## src/rtl/little_computer_pkg.sv

```systemverilog
// Shared types and default widths for the little computer blocks.
package little_computer_pkg;
  localparam int DEF_WORD_WIDTH = 16;
  localparam int DEF_ADDR_WIDTH = 25;

  typedef enum logic [2:0] {
    ST_IDLE,
    ST_HEADER,
    ST_LOAD,
    ST_DRAIN,
    ST_DONE
  } loader_state_t;
endpackage

```

## src/rtl/uart_mem_loader_if.sv

```systemverilog
// Memory write port of the loader.
// Handshake: a word transfers on a clk edge where mem_write_en and mem_ready are both high;
// mem_addr/mem_data stay stable while mem_write_en is high and not yet accepted.
interface uart_mem_loader_if
  import little_computer_pkg::*;
#(
  parameter int ADDR_WIDTH = DEF_ADDR_WIDTH,
  parameter int WORD_WIDTH = DEF_WORD_WIDTH
) ();
  logic                  mem_write_en;
  logic [ADDR_WIDTH-1:0] mem_addr;
  logic [WORD_WIDTH-1:0] mem_data;
  logic                  mem_ready;

  modport master (output mem_write_en, mem_addr, mem_data, input mem_ready);
  modport slave  (input mem_write_en, mem_addr, mem_data, output mem_ready);
endinterface

```

## src/rtl/sync_fifo.sv

```systemverilog
// Small synchronous FIFO; a push into a full FIFO is taken when a pop happens the same cycle.
module sync_fifo #(
  parameter int WIDTH = 16,
  parameter int DEPTH = 4
) (
  input  logic             clk,
  input  logic             rst,
  input  logic             flush,
  input  logic             push,
  input  logic [WIDTH-1:0] push_data,
  input  logic             pop,
  output logic [WIDTH-1:0] pop_data,
  output logic             full,
  output logic             empty
);
  localparam int PW = $clog2(DEPTH);
  localparam int CW = PW + 1;

  logic [WIDTH-1:0] mem_q [DEPTH];
  logic [PW-1:0]    wr_ptr_q, wr_ptr_d, rd_ptr_q, rd_ptr_d;
  logic [CW-1:0]    count_q, count_d;
  logic             push_ok, pop_ok;

  assign full     = (count_q == CW'(DEPTH));
  assign empty    = (count_q == '0);
  assign pop_ok   = pop && !empty;
  assign push_ok  = push && (!full || pop_ok);
  assign pop_data = mem_q[rd_ptr_q];

  always_comb begin
    wr_ptr_d = wr_ptr_q;
    rd_ptr_d = rd_ptr_q;
    count_d  = count_q;
    if (flush) begin
      wr_ptr_d = '0;
      rd_ptr_d = '0;
      count_d  = '0;
    end else begin
      if (push_ok) wr_ptr_d = wr_ptr_q + PW'(1);
      if (pop_ok)  rd_ptr_d = rd_ptr_q + PW'(1);
      if (push_ok && !pop_ok)      count_d = count_q + CW'(1);
      else if (pop_ok && !push_ok) count_d = count_q - CW'(1);
    end
  end

  always_ff @(posedge clk or posedge rst) begin
    if (rst) begin
      wr_ptr_q <= '0;
      rd_ptr_q <= '0;
      count_q  <= '0;
    end else begin
      wr_ptr_q <= wr_ptr_d;
      rd_ptr_q <= rd_ptr_d;
      count_q  <= count_d;
    end
  end

  always_ff @(posedge clk) begin
    if (push_ok && !flush) mem_q[wr_ptr_q] <= push_data;
  end
endmodule

```

## src/rtl/uart_mem_loader.sv

```systemverilog
// Assembles UART bytes into words, buffers them and writes them to consecutive memory addresses.
module uart_mem_loader
  import little_computer_pkg::*;
#(
  parameter int WORD_WIDTH = DEF_WORD_WIDTH,
  parameter int ADDR_WIDTH = DEF_ADDR_WIDTH,
  parameter int FIFO_DEPTH = 4,
  parameter bit BIG_ENDIAN = 1'b1,
  parameter bit HEADER_EN  = 1'b0
) (
  input  logic                  clk,
  input  logic                  rst,
  input  logic                  load_en,
  input  logic [ADDR_WIDTH-1:0] base_addr,
  input  logic [7:0]            rx_byte,
  input  logic                  rx_valid,
  uart_mem_loader_if.master     mem,
  output logic [ADDR_WIDTH-1:0] word_count,
  output logic [WORD_WIDTH-1:0] checksum,
  output logic                  busy,
  output logic                  done,
  output logic                  overflow,
  output loader_state_t         dbg_state
);
  localparam int BPW   = WORD_WIDTH / 8;
  localparam int IDX_W = (BPW > 1) ? $clog2(BPW) : 1;

  loader_state_t         state_q, state_d;
  logic                  load_en_q;
  logic [IDX_W-1:0]      byte_idx_q, byte_idx_d;
  logic [WORD_WIDTH-1:0] asm_q, asm_d, asm_next;
  logic [WORD_WIDTH-1:0] remaining_q, remaining_d;
  logic                  wr_valid_q, wr_valid_d;
  logic [WORD_WIDTH-1:0] wr_data_q, wr_data_d;
  logic [ADDR_WIDTH-1:0] wr_addr_q, wr_addr_d;
  logic [ADDR_WIDTH-1:0] word_count_q, word_count_d;
  logic [WORD_WIDTH-1:0] checksum_q, checksum_d;
  logic                  overflow_q, overflow_d;
  logic                  fifo_push, fifo_pop, fifo_flush, fifo_full, fifo_empty;
  logic [WORD_WIDTH-1:0] fifo_rdata;
  logic                  start, accept, last_byte;

  assign start     = load_en && !load_en_q;
  assign accept    = wr_valid_q && mem.mem_ready;
  assign last_byte = (byte_idx_q == IDX_W'(BPW - 1));
  // Shifting in from the bottom leaves the first byte in the MSBs; from the top, in the LSBs.
  assign asm_next  = BIG_ENDIAN ? ((asm_q << 8) | WORD_WIDTH'(rx_byte))
                                : ((asm_q >> 8) | (WORD_WIDTH'(rx_byte) << (WORD_WIDTH - 8)));

  sync_fifo #(.WIDTH(WORD_WIDTH), .DEPTH(FIFO_DEPTH)) u_fifo (
    .clk      (clk),
    .rst      (rst),
    .flush    (fifo_flush),
    .push     (fifo_push),
    .push_data(asm_next),
    .pop      (fifo_pop),
    .pop_data (fifo_rdata),
    .full     (fifo_full),
    .empty    (fifo_empty)
  );

  always_comb begin
    state_d      = state_q;
    byte_idx_d   = byte_idx_q;
    asm_d        = asm_q;
    remaining_d  = remaining_q;
    wr_valid_d   = wr_valid_q;
    wr_data_d    = wr_data_q;
    wr_addr_d    = wr_addr_q;
    word_count_d = word_count_q;
    checksum_d   = checksum_q;
    overflow_d   = overflow_q;
    fifo_push    = 1'b0;
    fifo_flush   = 1'b0;
    fifo_pop     = !fifo_empty && (!wr_valid_q || accept) && !start;

    if (accept) begin
      wr_valid_d   = 1'b0;
      wr_addr_d    = wr_addr_q + ADDR_WIDTH'(1);
      word_count_d = word_count_q + ADDR_WIDTH'(1);
      checksum_d   = checksum_q + wr_data_q;
    end
    if (fifo_pop) begin
      wr_valid_d = 1'b1;
      wr_data_d  = fifo_rdata;
    end

    unique case (state_q)
      ST_HEADER: begin
        if (rx_valid) begin
          asm_d      = asm_next;
          byte_idx_d = last_byte ? '0 : byte_idx_q + IDX_W'(1);
          if (last_byte) begin
            remaining_d = asm_next;
            state_d     = (asm_next == '0) ? ST_DONE : ST_LOAD;
          end
        end
      end
      ST_LOAD: begin
        if (!HEADER_EN && !load_en) begin
          state_d    = ST_DRAIN;
          byte_idx_d = '0;
        end else if (rx_valid) begin
          asm_d      = asm_next;
          byte_idx_d = last_byte ? '0 : byte_idx_q + IDX_W'(1);
          if (last_byte) begin
            fifo_push = 1'b1;
            // A dropped word still counts toward the header length.
            if (fifo_full && !fifo_pop) overflow_d = 1'b1;
            if (HEADER_EN) begin
              remaining_d = remaining_q - WORD_WIDTH'(1);
              if (remaining_q == WORD_WIDTH'(1)) state_d = ST_DRAIN;
            end
          end
        end
      end
      ST_DRAIN: begin
        if (fifo_empty && !wr_valid_q) state_d = ST_DONE;
      end
      default: ;
    endcase

    if (start) begin
      state_d      = HEADER_EN ? ST_HEADER : ST_LOAD;
      fifo_push    = 1'b0;
      fifo_flush   = 1'b1;
      byte_idx_d   = '0;
      asm_d        = '0;
      remaining_d  = '0;
      wr_valid_d   = 1'b0;
      wr_addr_d    = base_addr;
      word_count_d = '0;
      checksum_d   = '0;
      overflow_d   = 1'b0;
    end
  end

  always_ff @(posedge clk or posedge rst) begin
    if (rst) begin
      state_q      <= ST_IDLE;
      load_en_q    <= 1'b0;
      byte_idx_q   <= '0;
      asm_q        <= '0;
      remaining_q  <= '0;
      wr_valid_q   <= 1'b0;
      wr_data_q    <= '0;
      wr_addr_q    <= '0;
      word_count_q <= '0;
      checksum_q   <= '0;
      overflow_q   <= 1'b0;
    end else begin
      state_q      <= state_d;
      load_en_q    <= load_en;
      byte_idx_q   <= byte_idx_d;
      asm_q        <= asm_d;
      remaining_q  <= remaining_d;
      wr_valid_q   <= wr_valid_d;
      wr_data_q    <= wr_data_d;
      wr_addr_q    <= wr_addr_d;
      word_count_q <= word_count_d;
      checksum_q   <= checksum_d;
      overflow_q   <= overflow_d;
    end
  end

  assign mem.mem_write_en = wr_valid_q;
  assign mem.mem_addr     = wr_addr_q;
  assign mem.mem_data     = wr_data_q;
  assign word_count       = word_count_q;
  assign checksum         = checksum_q;
  assign overflow         = overflow_q;
  assign busy             = (state_q == ST_HEADER) || (state_q == ST_LOAD) || (state_q == ST_DRAIN);
  assign done             = (state_q == ST_DONE);
  assign dbg_state        = state_q;
endmodule

```

## src/flat_wrapper.sv

```systemverilog
// flat-port wrapper written by rule: the top's interface ports become plain ports
module uart_mem_loader_flat import little_computer_pkg::*;
#(
  parameter int WORD_WIDTH = DEF_WORD_WIDTH,
  parameter int ADDR_WIDTH = DEF_ADDR_WIDTH,
  parameter int FIFO_DEPTH = 4,
  parameter bit BIG_ENDIAN = 1'b1,
  parameter bit HEADER_EN  = 1'b0
)
  (clk, rst, load_en, base_addr, rx_byte, rx_valid, word_count, checksum, busy, done, overflow, dbg_state, mem_mem_write_en, mem_mem_addr, mem_mem_data, mem_mem_ready);
  uart_mem_loader_if #(.ADDR_WIDTH(ADDR_WIDTH), .WORD_WIDTH(WORD_WIDTH)) mem_i ();
  input  logic clk;
  input  logic rst;
  input  logic load_en;
  input  logic [ADDR_WIDTH-1:0] base_addr;
  input  logic [7:0] rx_byte;
  input  logic rx_valid;
  output logic [ADDR_WIDTH-1:0] word_count;
  output logic [WORD_WIDTH-1:0] checksum;
  output logic busy;
  output logic done;
  output logic overflow;
  output loader_state_t dbg_state;
  output wire logic [$bits(mem_i.mem_write_en)-1:0] mem_mem_write_en;
  output wire logic [$bits(mem_i.mem_addr)-1:0] mem_mem_addr;
  output wire logic [$bits(mem_i.mem_data)-1:0] mem_mem_data;
  input wire logic [$bits(mem_i.mem_ready)-1:0] mem_mem_ready;
  assign mem_mem_write_en = mem_i.mem_write_en;
  assign mem_mem_addr = mem_i.mem_addr;
  assign mem_mem_data = mem_i.mem_data;
  assign mem_i.mem_ready = mem_mem_ready;
  uart_mem_loader #(.WORD_WIDTH(WORD_WIDTH), .ADDR_WIDTH(ADDR_WIDTH), .FIFO_DEPTH(FIFO_DEPTH), .BIG_ENDIAN(BIG_ENDIAN), .HEADER_EN(HEADER_EN)) u_core (.clk(clk), .rst(rst), .load_en(load_en), .base_addr(base_addr), .rx_byte(rx_byte), .rx_valid(rx_valid), .mem(mem_i), .word_count(word_count), .checksum(checksum), .busy(busy), .done(done), .overflow(overflow), .dbg_state(dbg_state));
endmodule
```

## config.mk

```make
export PLATFORM = sky130hd
export DESIGN_NAME = uart_mem_loader_flat
export DESIGN_NICKNAME = d
export VERILOG_FILES = /design/src/rtl/little_computer_pkg.sv /design/src/rtl/uart_mem_loader_if.sv /design/src/rtl/sync_fifo.sv /design/src/rtl/uart_mem_loader.sv /design/src/flat_wrapper.sv
export SDC_FILE = /design/constraint.sdc
export NUM_CORES = 1
export LEC_CHECK = 0
export BUFFER_PORTS_ARGS = -buffer_cell sky130_fd_sc_hd__buf_2
export CORE_ASPECT_RATIO = 1.4
export CORE_MARGIN = 4
export CORE_UTILIZATION = 55
export DETAILED_ROUTE_END_ITERATION = 12
export PLACE_DENSITY = 0.75
export RECOVER_POWER = 100
export SETUP_SLACK_MARGIN = 0.4
export SYNTH_ARGS = -nofsm -noshare
export SYNTH_HDL_FRONTEND = slang
export SYNTH_HIERARCHICAL = 1
export SYNTH_SLANG_ARGS = --single-unit
export TNS_END_PERCENT = 20
```

## constraint.sdc

```tcl
create_clock -name clk -period 3.85 [get_ports clk]
set_clock_uncertainty 0.15 [all_clocks]
set_input_delay 0.5775 -clock clk [delete_from_list [all_inputs] [get_ports clk]]
set_output_delay 0.5775 -clock clk [all_outputs]
set_load 0.005 [all_outputs]
```

==> results of run 1 <==
## kinds of logic (layout without fill, tap and decap cells)
family | count (synthesis) | in the layout | synth area share
mux | 39 | 39 | 0.07587
fa+ha+maj | 24 | 24 | 0.03870
simple gates | 261 | 261 | 0.1636
compound gates | 121 | 121 | 0.08524
xor+xnor | 52 | 52 | 0.05591
flops | 168 | 168 | 0.5554
buf+inv | 46 | 187 | 0.02534
## worst register-to-register path, cell delays in order (launching register included)
cell and delay (ns):
dfrtp_1 0.51, nor3_1 0.16, nor3_4 0.19, clkbuf_2 0.53
o21ai_0 0.25, and3_1 0.24, fa_1 0.41, nor4b_1 0.31
a31oi_1 0.07, a31oi_1 0.21
## power groups by stage
| stage | Clock [W] | Combinational, W | Sequential (W) |
|---|---|---|---|
| 2_1_floorplan | 0 | 0.00142 | 0.00247 |
| 3_3_place_gp | 0 | 0.00190 | 0.00260 |
| 3_5_place_dp | 0 | 0.00194 | 0.00263 |
| 4_1_cts | 0.00176 | 0.00196 | 0.00260 |
| 5_1_grt | 0.00184 | 0.00213 | 0.00265 |
| 6_report | 0.00172 | 0.00190 | 0.00260 |
## layout by cell type, fill, tap and decap left out, types with 22 or more instances in the layout
| master | instances |
|---|---|
| ha_1 | 22 |
| dfrtp_1 | 104 |
| o21ai_0 | 55 |
| nor2_1 | 61 |
| xnor2_1 | 24 |
| a21oi_1 | 33 |
| buf_2 | 61 |
| xor2_1 | 28 |
| clkbuf_1 | 64 |
| nand2_1 | 94 |
| edfxtp_1 | 64 |
## metrics by stage
| stage | util | hold slack (ns) | std cells |
|---|---|---|---|
| finish | 0.6509 | 0.2050 | 1041 |
| global route | 0.6509 | 0.1973 | 1041 |
| CTS | 0.6615 | 0.1658 | 1041 |
| detailed placement | 0.6187 | 0.3480 | 1008 |
| global placement | 0.6187 | 0.3294 | 1008 |
| floorplan | - | 0.2309 | 711 |
## registers in the layout, summed over array words and instances (netlist names), 2 cells and up
name,count
u_core/asm_q,8
u_core/checksum,16
u_core/dbg_state,3
u_core/mem.mem_addr,25
u_core/mem.mem_data,16
u_core/u_fifo/count_q,3
u_core/u_fifo/mem_q,64
u_core/u_fifo/rd_ptr_q,2
u_core/u_fifo/wr_ptr_q,2
u_core/word_count,25
## per-layer routing
metal | global-route usage | share of wire | vias to the layer above
met2 | 0.3984 | 0.52 | 183
met4 | 0.09683 | 0.026 | 0
met3 | 0.03860 | 0.048 | 34
met1 | 0.2794 | 0.40 | 2916
li1 | - | - | 2822
met5 | 0 | 0 | -
## timing repair
item | CTS | global route
hold endpoints to repair | 7 | 0
hold buffers | 1 | 0
buffers inserted | 0 | 0
## final cells by class
type                    count  area, um^2
fillers                  1145        5065
flip-flops and latches    168        4524
multi-input cells         497        3385
repair buffers            138       621.8
clock buffers              17       425.4
well taps                 189       236.5
clock inverters            15       185.2
inverters                  17       66.31
## path summary, 6_finish.rpt
kind	from	end	slack, ns
worst max register to register	u_core/u_fifo/count_q[0]	u_core/u_fifo/count_q[2]	0.71
worst min register to register	u_core/overflow	u_core/overflow	0.37
worst max-delay path	u_core/u_fifo/count_q[0]	u_core/u_fifo/count_q[2]	0.71
max in group asynchronous	rst	u_core/mem.mem_addr[1]	1.06
min in group asynchronous	rst	u_core/u_fifo/rd_ptr_q[0]	0.50
worst min-delay path	base_addr[22]	u_core/mem.mem_addr[22]	0.20
==> impl_metrics.ini, run 1 <==
[finish]
area_growth_pct = 15.93
n_antenna_cell = 0
final_layout_size_suffix_gt1_frac = 0.1585
nets = 901
fin_area_um2 = 9444

[synth]
avgSynthCellArea_um2 = 11.46
ys_ff_latch = 168
synth_edf_count = 64
synth-warning-count = 6
synth_top_area_share = 0.3195
synth_area_leaders = dfrtp_1 32%, edfxtp_1 24%, mux4_2 4.4%
ys_types = 64
yosysMostFrequentCell = dfrtp_1
syn-num-nets = 773
ys_async_sr_fraction = 0.6190
yosys.area.top_type = dfrtp_1
synth_common_cells = 104 x dfrtp_1, 93 x nand2_1, 64 x edfxtp_1
syn_inst = 711
ys_seq_area_frac = 0.5554
synth_ff_type = dfrtp_1
synth_area_um2 = 8147

[sta]
min_period_ns = 3.139
fin_ws_ns = 0.7108
finalHoldViolations = 0
drv_slew = 40
tightest_slew_ns = 1.821
rsz0062_at_grt = false
timing.fmax_ghz = 0.3186
fin_tns_setup_ns = 0
finalSetupViolations = 0
slew_headroom = -0.2209
fin_crit_sh = 0.8154

[power]
p_leak_nw = 3.778
peakVddDrop_v = 0.0003572
p_int_w = 0.003968
p_sw_w = 0.002239
swShare = 0.3606
comb_power_share = 0.305
pwr_density_cell_nw_per_um2 = 657.2
clock_power_share = 0.276
pwr-share-seq = 0.418
power_w = 0.006207

[floorplanning]
initial_utilization = 0.5615
num_io_pins = 127
fp-row-count = 52
die_w_um = 110.9
die_h_um = 152
fp.coreArea_um2 = 14510
die_area_um2 = 16850

[place]
place_area_um2 = 8977
port_buffers = 126
dpl.hpwl_um = 13390
gp_congestion = 0.8636
dp_worst_setup_slack_ns = 0.8643

[setup_path]
cp-start-kind = flop
path_buf_inv = 1
reg2regPathDepth = 9
crit_family = simple AND/OR/NAND/NOR gates
critPathCaptureType = flop
path_class = reg -> reg
cp_slowest_cell = clkbuf_2
crit_chain = nor3_1 > nor3_4 > clkbuf_2 > o21ai_0 > and3_1 > fa_1 > nor4b_1 > a31oi_1 > a31oi_1
critPathMaxFanout = 28
critical_path_depth = 9
critical-path-max-stage-delay_ns = 0.53
worst_ep_required_time_ns = 4.02
cp_data_arrival_time_ns = 3.31
cpMostUsedCell = a31oi_1

[routing]
via_per_inst = 5.720
final_antenna_net_count = 0
first_pass_iters = 5
routed_wl_um = 18700
drt_iter0_markers = 476
drc_errors = 0
post_drt_wl_per_cell_um = 17.96
num_vias = 5955

[run_status]
outcome = finished, violations left
violations = capacitance limit, slew limit

[grt]
grt_overflow_total = 0
grt_pass1_vias = 6123
antenna_found_initial = 0
grt_usage = 0.2282
grt_max_degree = 64
grt_pass1_wl_um = 31080

[clock_network]
cts.path.max_buffers = 2
cts_root_buf = clkbuf_16
cts_buffers = 17
cts_tree = done
cts_max_level = 4
cts_sinks = 168
clk_latency_ns = 0.43
cts_resized = 0
cts.clk_slew.worst_paths_ns = 0.07

[flow_run]
maxCapViolations = 1

[worst_hold_path]
worstHoldPathType = in -> reg
hold_depth = 3
Power figures use the tool's default switching activity.
==> run 2: changes to the inputs <==
Settings changed: ABC_AREA from default to 1, PLACE_DENSITY 0.75 to 0.74.
Clock period 3.85 ns to 3.17 ns, I/O delays scaled along.
==> run 2 against run 1 <==
Cell area is 8.6% higher. Global-route usage grew 2.1 points. Hold slack got worse by 0.11 ns. Count of clock-buffer cells in the layout grew 2. Setup slack got worse by 0.23 ns. Critical endpoint is now u_core/mem.mem_addr[10]. Core utilization decreased by 1.4 points. The run now ends clean. Sequential power rose by 27%. Highest routed layer unchanged. Non-clock buffer count rose by 1. Register-to-register slack worse by 0.23 ns. Total power rose by 33%.
==> impl_metrics.ini, run 2 <==
[run_status]
outcome = finished, final reports clean

[synth]
syn-num-nets = 1178
ys_types = 39
ys_async_sr_fraction = 0.6190
synth_common_cells = 333 x nand2_1, 131 x inv_1, 113 x nor2_1
ys_ff_latch = 168
synth_area_um2 = 9014
syn_inst = 1116
avgSynthCellArea_um2 = 8.077
synth-warning-count = 6
ys_seq_area_frac = 0.5019
synth_ff_type = dfrtp_1
synth_area_leaders = dfrtp_1 29%, edfxtp_1 21%, nand2_1 14%
yosys.area.top_type = dfrtp_1
synth_top_area_share = 0.2887
yosysMostFrequentCell = nand2_1
synth_edf_count = 64

[finish]
final_layout_size_suffix_gt1_frac = 0.1120
largest_reg_flops = 64
area_growth_pct = 13.74
layout_common_cells = 338 x nand2_1, 132 x inv_1, 120 x nor2_1, 104 x dfrtp_1, 84 x o21ai_0
n_antenna_cell = 0
top_register = u_core/u_fifo/mem_q
finalCoreUtilization = 0.6367
final_common_cell = nand2_1
nets = 1308
fin_cells = 1458

[floorplanning]
initial_utilization = 0.5598
die_w_um = 116.2
die_h_um = 159.5
num_io_pins = 127
die_area_um2 = 18530
fp-row-count = 55
fp.coreArea_um2 = 16100

[grt]
grt_max_degree = 59
grt_pass1_wl_um = 36710
grt_pass1_vias = 7669
grt_overflow_total = 0
grt_usage = 0.2494
antenna_found_initial = 0

[sta]
drv_slew = 0
fin_tns_setup_ns = 0
fin_ws_ns = 0.4762
finalSetupViolations = 0
slew_headroom = 0.3260
min_period_ns = 2.694
timing.fmax_ghz = 0.3712
whs_ns = 0.09282
fin_crit_sh = 0.8498
rsz0062_at_grt = false
tightest_slew_ns = 1.011
finalHoldViolations = 0

[clock_network]
cts_sinks = 168
cts.clk_slew.worst_paths_ns = 0.06
cts_tree = done
cts_buffers = 17
cts_max_level = 4
cts_root_buf = clkbuf_16
cts_resized = 0
clk_latency_ns = 0.42
cts.path.max_buffers = 2

[power]
pwr_density_cell_nw_per_um2 = 804.2
peakVddDrop_v = 0.0004576
p_leak_nw = 4.768

[setup_path]
worst_ep_required_time_ns = 3.30
path_class = reg -> reg
cp_data_arrival_time_ns = 2.82
critPathMaxFanout = 39
reg2regPathDepth = 7
critPathCaptureType = flop
cp-start-kind = flop

[worst_hold_path]
hold_depth = 1
worstHoldPathType = in -> reg

[routing]
drc_errors = 0
num_vias = 7873
first_pass_iters = 6
post_drt_wl_per_cell_um = 15.54
drt_iter0_markers = 681
via_per_inst = 5.400
routed_wl_um = 22660
final_antenna_net_count = 0

[place]
gp_congestion = 0.9492
dpl.hpwl_um = 16430
dp.cells = 1425
port_buffers = 126
dp_worst_setup_slack_ns = 0.6754

[flow_run]
maxCapViolations = 0
## run 2: changes by cell type in the layout (fill, tap and decap cells not counted), sizes merged, moves of 19 or more
cell   delta
inv     +118
xnor2    -23
nor2     +66
nand2   +247
o21ai    +29
nand3    +59
buf      +21
mux2     -19
## run 2: stage by stage
stage / power (W) / cell area [um^2]
final: 0.008245 / 10250
after global routing: 0.008897 / 10250
after CTS: 0.008387 / 10420
after detailed placement: 0.006400 / 9848
after global placement: 0.006323 / 9848
after floorplan: 0.005341 / 9017
## run 2: kinds of logic after synthesis
logic type	synth area share
AOI/OAI and AO/OA	0.09370
xor gates and xnor gates	0.01166
adders and majority gates	0.03498
buffers and inverters	0.07496
DFF	0.5019
and+or+nand+nor	0.2828
## run 2: where the power goes
| group | internal, W | switching, W |
|---|---|---|
| Combinational | 0.00109 | 0.00190 |
| Sequential | 0.00274 | 0.000573 |
| Clock | 0.00109 | 0.000859 |
| Total | 0.00491 | 0.00333 |
## run 2: repair_timing
| action | CTS | global route |
|---|---|---|
| buffers inserted | 0 | 0 |
| hold buffers | 1 | 0 |
| endpoints found under the hold margin | 19 | 0 |
## run 2: worst max-delay path, stage by stage, from the launching register on
cell      delay (ns)
dfrtp_1         0.42
nor2_4          0.12
inv_1           0.05
buf_4           0.26
nand2_1         0.37
clkbuf_1        0.80
o21ai_0         0.17
o21bai_1        0.20
## run 2: area by class of cell
class	instances	area, um^2
fillers	1445	5851
flip-flops and latches	168	4524
clock inverters	13	123.9
clock buffers	19	432.9
inverters	139	523.0
repair buffers	139	668.1
multi-input cells	781	3731
well taps	199	249.0
## run 2: worst paths after layout
check,slack [ns],end,from
max,0.48,u_core/mem.mem_addr[10],u_core/load_en_q
min,0.09,u_core/load_en_q,load_en
max reg2reg,0.48,u_core/mem.mem_addr[10],u_core/load_en_q
min reg2reg,0.35,u_core/dbg_state[2],u_core/dbg_state[2]
max in group asynchronous,1.21,u_core/mem.mem_addr[11],rst
min in group asynchronous,0.40,u_core/u_fifo/wr_ptr_q[1],rst
## run 2: routing by layer
metal,wire length [um],part of all wire,vias to the layer above,GRT usage
met5,0,0,-,0
met2,11830,0.52,270,0.4432
met3,1405,0.062,55,0.04259
met1,8770,0.39,3662,0.2931
met4,655,0.029,0,0.1018
li1,-,-,3886,-
